## src/rtl/mem_port_arbiter.sv

```systemverilog
// Arbitrates one shared memory port between instruction fetch and data access. Data goes first.
// Latency: at least one IDLE cycle plus one access cycle per request. Data and fetch together take 4 stall cycles.
// Backpressure: Stall holds the pipeline until all accesses for the cycle finish; waits on mem_ready, bounded by a watchdog.
//
// Ports: clk/rst (async active-low); IF side PCF, FetchReqF -> InstrF;
//        MEM side ALUResultM, WriteDataM, MemWriteM, ResultSrcM -> ReadDataM;
//        Stall to pipeline; mem_req/we/addr/wdata/rdata/ready to memory; mem_err sticky timeout.
module mem_port_arbiter #(
    parameter int TIMEOUT = 64
) (
    input  logic        clk,
    input  logic        rst,
    input  logic [31:0] PCF,
    input  logic        FetchReqF,
    output logic [31:0] InstrF,
    input  logic [31:0] ALUResultM,
    input  logic [31:0] WriteDataM,
    input  logic        MemWriteM,
    input  logic [1:0]  ResultSrcM,
    output logic [31:0] ReadDataM,
    output logic        Stall,
    output logic        mem_req,
    output logic        mem_we,
    output logic [31:0] mem_addr,
    output logic [31:0] mem_wdata,
    input  logic [31:0] mem_rdata,
    input  logic        mem_ready,
    output logic        mem_err
);

    localparam logic [1:0] IDLE = 2'd0;
    localparam logic [1:0] DATA = 2'd1;
    localparam logic [1:0] INST = 2'd2;

    logic [1:0] state, state_nxt;
    logic       inst_valid, data_done;
    logic [7:0] wd_cnt;
    logic       is_load, data_need, data_ok, inst_ok;
    logic       timeout_hit, acc_done;

    assign is_load   = (ResultSrcM == 2'b01);
    assign data_need = MemWriteM | is_load;
    assign data_ok   = !data_need | data_done;
    assign inst_ok   = !FetchReqF | inst_valid;
    assign Stall     = !(data_ok & inst_ok);

    // The access is abandoned on the cycle the wait count would reach TIMEOUT.
    // It is treated as complete so that the pipeline cannot deadlock.
    assign timeout_hit = mem_req & !mem_ready & (wd_cnt == 8'(TIMEOUT - 1));
    assign acc_done    = mem_req & (mem_ready | timeout_hit);

    // Memory-side outputs depend only on the state and the held pipeline inputs.
    // They therefore stay stable for as long as the access waits.
    always_comb begin
        mem_req   = 1'b0;
        mem_we    = 1'b0;
        mem_addr  = 32'd0;
        mem_wdata = 32'd0;
        case (state)
            DATA: begin
                mem_req   = 1'b1;
                mem_we    = MemWriteM;
                mem_addr  = {ALUResultM[31:2], 2'b00};
                mem_wdata = WriteDataM;
            end
            INST: begin
                mem_req  = 1'b1;
                mem_addr = {PCF[31:2], 2'b00};
            end
            default: ;
        endcase
    end

    always_comb begin
        state_nxt = state;
        case (state)
            IDLE: begin
                if (data_need && !data_done)
                    state_nxt = DATA;
                else if (FetchReqF && !inst_valid)
                    state_nxt = INST;
            end
            DATA, INST: begin
                if (acc_done)
                    state_nxt = IDLE;
            end
            default: state_nxt = IDLE;
        endcase
    end

    always_ff @(posedge clk or negedge rst) begin
        if (!rst) begin
            state      <= IDLE;
            InstrF     <= 32'd0;
            ReadDataM  <= 32'd0;
            inst_valid <= 1'b0;
            data_done  <= 1'b0;
            mem_err    <= 1'b0;
            wd_cnt     <= 8'd0;
        end else begin
            state <= state_nxt;

            if (mem_req && !mem_ready && !timeout_hit)
                wd_cnt <= wd_cnt + 8'd1;
            else
                wd_cnt <= 8'd0;

            if (timeout_hit)
                mem_err <= 1'b1;

            // Pipeline advance. The completion sets below take priority,
            // although they can only occur while Stall is high.
            if (!Stall) begin
                data_done  <= 1'b0;
                inst_valid <= 1'b0;
            end

            if (state == DATA && acc_done) begin
                data_done <= 1'b1;
                if (mem_ready && is_load)
                    ReadDataM <= mem_rdata;
            end

            if (state == INST && acc_done) begin
                inst_valid <= 1'b1;
                if (mem_ready)
                    InstrF <= mem_rdata;
            end
        end
    end

endmodule

```

## config.mk

```make
export PLATFORM = sky130hd
export DESIGN_NAME = mem_port_arbiter
export DESIGN_NICKNAME = d
export VERILOG_FILES = /design/src/rtl/mem_port_arbiter.sv
export SDC_FILE = /design/constraint.sdc
export NUM_CORES = 1
export LEC_CHECK = 0
export ABC_AREA = 1
export BUFFER_PORTS_ARGS = -buffer_cell sky130_fd_sc_hd__buf_4
export CAP_MARGIN = 20
export CORE_AREA = 2 2 118 85
export DETAILED_ROUTE_END_ITERATION = 10
export DIE_AREA = 0 0 120 87
export GPL_ROUTABILITY_DRIVEN = 0
export MAX_ROUTING_LAYER = met4
export PLACE_DENSITY = 0.88
export SKIP_CTS_REPAIR_TIMING = 1
export SYNTH_ARGS = -nofsm -noshare
export SYNTH_HDL_FRONTEND = slang
export SYNTH_SLANG_ARGS = --single-unit
```

## constraint.sdc

```tcl
create_clock -name clk -period 1.85 [get_ports clk]
set_input_delay 0 -clock clk [delete_from_list [all_inputs] [get_ports clk]]
set_output_delay 0 -clock clk [all_outputs]
set_load 0.01 [all_outputs]
```

# Word level (Yosys, flattened, before mapping)

Cells that the tools add are included.

Add/subtract/negate cells: 1
Multiply operators: 0
Div/mod/pow operators: 0
Magnitude comparators: 0
Equality and inequality tests: 6
Shifts and indexed selects: 0
Muxes and demuxes: 12
Bitwise operators: 8
Reduce and logical (&&, ||, !) cells: 21

Operators by type and width:

| cell                  | count |
|---|---|
| $pmux W32 S2          | 1 |
| $mux W32              | 1 |
| $add A8 B1 Y8 const B | 1 |
| $eq A8 B6 Y1 const B  | 1 |
| $mux W8               | 1 |
| $logic_and A1 B1 Y1   | 7 |
| $logic_not A1 Y1      | 7 |
| $mux W2               | 3 |
| $reduce_and A2 Y1     | 3 |
| $mux W1               | 5 |
| $and A1 B1 Y1         | 4 |
| $eq A2 B1 Y1 const B  | 2 |
| $or A1 B1 Y1          | 4 |
| $pmux W2 S2           | 1 |
| $reduce_bool A2 Y1    | 2 |
| $ne A3 B3 Y1 const B  | 1 |
| $eq A2 B2 Y1 const B  | 1 |
| $logic_not A2 Y1      | 1 |
| $ne A2 B1 Y1 const B  | 1 |
| $reduce_or A2 Y1      | 1 |

Bits in registers: 77
Bits in latches: 0
Bits in writable memories: 0
Bits in read-only memories: 0
Input bits: 135
Output and inout port bits: 132
Word-level logic and storage cells: 55
Memories kept: 0

# Logic depth before layout (Yosys ltp)

Depth in word-level cells: 9
Mapped depth: 8
Gate-level depth less buffers: 8

# Worst setup path after synthesis

Ideal clock, no wire load.

Path type: reg2reg
Start: register state[0]
End: register InstrF[11]
Setup time: 0.130 ns
Data arrival time: 1.400 ns
Data required time: 1.720 ns
Slack: 0.319 ns
Cell stages (with the launch flop): 7
Buffers on the path: 1
Period minus slack after synthesis: 1.531 ns
Cells stage by stage: dfrtp_1 -> inv_1 -> ha_1 -> nand3_1 -> clkbuf_1 -> nand2_1 -> o21ai_0

Longest elaborated chain between the ends: 9
Elaborated cells between the ends (all ways): 10
Classes of those cells: eq/ne: 2; mux: 1; bitwise: 4; reduce/logical: 3

Ends and longest elaborated chain:

| what                                         | RTL line | text |
|---|---|---|
| start, declared                              | 35       | `logic [1:0] state, state_nxt;` |
| start signal, assigned                       | 101      | `state <= state_nxt;` |
| $eq A2 B1 Y1 or $eq A2 B2 Y1 (tied branches) | 59       | `case (state)` |
| $reduce_or A2 Y1 (no line) (*)               | -        |  |
| $mux W1 (*)                                  | 59       |  |
| named net mem_req                            | 22       | `output logic mem_req,` |
| $and A1 B1 Y1 (2 in a row)                   | 49       | `assign timeout_hit = mem_req & !mem_ready & (wd_cnt == 8'(TIMEOUT - 1));` |
| $or A1 B1 Y1                                 | 50       | `assign acc_done = mem_req & (mem_ready \| timeout_hit);` |
| $and A1 B1 Y1 (*)                            | 50       |  |
| $logic_and A1 B1 Y1 (*)                      | 124      | `if (state == INST && acc_done) begin` |
| $reduce_and A2 Y1 (no line) (*)              | -        |  |
| end signal, assigned                         | 127      | `InstrF <= mem_rdata;` |
| end, declared                                | 15       | `output logic [31:0] InstrF,` |

Mark *: on every way through the listed nets, which the timed path passes. The rest lies on a longest branch.
A chain may end at the register's enable or synchronous reset.

# Worst setup path after layout

Start: register state[1]
End: output mem_addr[11]

Longest elaborated chain between the ends: 2
Elaborated cells between the ends (all ways): 3
Classes of those cells: eq/ne: 2; mux: 1

Ends and longest elaborated chain:

| what                                         | RTL line | text |
|---|---|---|
| $eq A2 B2 Y1 or $eq A2 B1 Y1 (tied branches) | 59       |  |
| $pmux W32 S2 (*)                             | 59       |  |
| end, declared                                | 24       | `output logic [31:0] mem_addr,` |

Mark *: on every way between the ends. The rest lies on a longest branch, timed or not.

==> summary.md <==
| Metric | Value |
|---|---|
| Setup violators final | 0 |
| Drt drc | 0 |
| Largest net degree at the start of global routing | 65 |
| Area growth syn-to-layout | 74.9% |
| GR Overflow Total | 0 |
| Crit-path max FO | 32 |
| Placed Instance Area | 5850 um2 |
| Crit end category | output port |
| Leading area contributor after synthesis | dfrtp_1 |
| Initial DRC count | 282 |
| Netlist cell types | 22 |
| # rows | 30 |
| Vias in the first global route | 3819 |
| Crit path launch type | flip-flop |
| # port buffers | 260 |
| Clk_lat worst skew | 0.33 ns |
| Max Clock Skew | 0.00442 ns |
| First-pass GRT wire length | 18.6 mm |
| Sequential area share after synthesis | 51.5% |
| Core region area | 9420 um2 |
| Yosys warnings | 0 |
| DR WL/cell | 14.5 um |
| Arr. time, crit path | 1.76 ns |
| Synth Instances | 499 |
| Final core occ | 69.5% |
| VDD IR max | 935 uV |
| Final hold violation count | 1 |
| Ys async rst share | 100% |
| CTS Buf Count | 9 |
| Average cell area after synthesis | 7.50 um2 |
| Max-cap viol count | 0 |
| Final Power | 9.45 mW |
| Worst-path clk slew | 0.05 ns |
| Post-synth top flop | dfrtp_1 |
| Synth top cells by count | 148 x nand2_1, 81 x inv_1, 77 x dfrtp_1 |
| GRT Overall Usage | 23.4% |
| Post-route minimum period | 1.76 ns |
| Post-synth top area share | 51.5% |
| Power density over the cells | 1440 nW/um2 |
| Synth Register Bits | 77 |
| Pre-CTS setup slack | 0.152 ns |
| Max Clk Rate | 569 MHz |
| Min Hold Slack | -0.00547 ns |
| Die Height | 87 um |
| RSZ-0062 raised after global routing | no |
| Htree depth | 3 |
| DP Wirelength | 9.57 mm |
| Final slew viol count | 0 |
| Via density | 4.66 |
| Pleak | 3.68 nW |
| Outcome | finished, violations left |
| Final period util | 95.1% |
| Num Clock Sinks | 77 |
| Fillcell total | 724 |
| Share of layout cells above drive strength 1 | 36.5% |
| Top-count cell post-synth | nand2_1 |
| Post-synth EDFFs | 0 |
| First-pass iteration count of the detailed router | 4 |
| DIE AREA | 10400 um2 |
| Worst slew pin tran | 0.517 ns |
| Crit Path Category | reg -> out |
| CTS tree | built |
| Max transition margin | 65.5% |
| Netlist Area Pre-Place | 3740 um2 |
| Vias | 4270 |
| Cells after DPL | 867 |
| Clock tree buffer depth | 2 |
| Non-Filler Instances | 917 |
| Setup slack after layout | 0.0914 ns |
| Failing checks | hold timing |
| I/O pin cnt | 267 |
| Synth area leaders | dfrtp_1 52%, nand2_1 15%, a21oi_1 8.6%, inv_1 8.1%, o21ai_0 4.3% |
| Detail Route Antenna Nets | 0 |
| HP Class | in -> reg |
| Final Net Count | 924 |
| Required time of the worst setup path | 1.85 ns |
| Clock root buffer master | clkbuf_16 |
| Fin area | 6550 um2 |
| N_diodes | 0 |
| Final wirelength | 13.3 mm |
| Die width | 120 um |
| Initial Util | 39.7% |
| Initial antenna violation count | 0 |
[cells by family (layout without fill, tap and decap cells)]
group	after synthesis	in the layout	share of synthesized area [%]
AOI/OAI and AO/OA	98	98	13.2
buffers and inverters	109	398	11.7
and+or+nand+nor	210	210	22.2
adders and majority gates	4	4	1.34
DFF	77	77	51.5
other	1	2	0.100
[placed cells by master, fill, tap and decap left out, drive strengths merged]
| cell | instances |
|---|---|
| buf | 267 |
| bufinv | 2 |
| clkinv | 2 |
| or2 | 1 |
| conb | 2 |
| nor2 | 43 |
| a21oi | 64 |
| o21ai | 33 |
| nand2 | 149 |
| nor3 | 2 |
| nand3 | 11 |
| a21boi | 1 |
| nand4 | 2 |
| dlygate4sd3 | 34 |
| nand3b | 1 |
| clkbuf | 12 |
| ha | 4 |
| inv | 81 |
| nor3b | 1 |
| dfrtp | 77 |
[routing by layer]
layer	track usage (%)	vias up	wire [um]
li1	-	2092	-
met1	28.4	2017	5300
met2	39.9	147	7140
met3	5.63	14	742
met4	5.35	0	134
met5	-	-	0
[critical path, cell delays in order (launching register included)]
cell and delay (ns):
dfrtp_1 0.40, inv_1 0.14, ha_2 0.27, buf_12 0.20
nand2_1 0.10, a21oi_2 0.17, buf_4 0.14
[per-stage QoR]
stage / hold WS (ns) / TNS (ns)
floorplan: -0.296 / 0
global placement: -0.00107 / 0
detailed placement: 0.0136 / 0
CTS: -0.349 / -0.0272
global route: 0.00228 / 0
finish: -0.00547 / 0
[path summary, 6_finish.rpt]
kind                                 startpoint                  endpoint  slack [ns]  cells past startpoint
max in group asynchronous                   rst       mem_err$_DFFE_PN0P_        1.07                      3
setup / recovery           state[1]$_DFFE_PN0P_              mem_addr[11]        0.09                      6
min in group asynchronous                   rst    InstrF[15]$_DFFE_PN0P_        0.21                      2
setup reg to reg           state[1]$_DFFE_PN0P_  ReadDataM[6]$_DFFE_PN0P_        0.21                      7
hold reg to reg             wd_cnt[0]$_DFF_PN0_       wd_cnt[0]$_DFF_PN0_        0.47                      1
hold / removal                        mem_ready       wd_cnt[2]$_DFF_PN0_      -0.005                      4
[flip-flops by register name, indices dropped and copies added (netlist names)]
register and cells:
ReadDataM 32, inst_valid 1, data_done 1, mem_err 1
state 2, InstrF 32, wd_cnt 8
[power breakdown]
part | internal (mW) | total, mW | switching (mW) | leakage [nW]
combinational | 2.28 | 4.74 | 2.46 | 2.56
clock | 1.17 | 1.82 | 0.651 | 0.150
sequential | 2.43 | 2.88 | 0.459 | 0.975
[area by class of cell]
class                      count  area, um2  share of cell area, %
inverter                      81        304                   4.65
clock inverter                 4       73.8                   1.13
sequential                    77       1930                   29.4
multi-input combinational    314       1400                   21.4
tap                          128        160                   2.45
clock buffer                  11        233                   3.56
timing repair buffer         302       2440                   37.3
No activity file was read; power rests on OpenSTA's default activity.
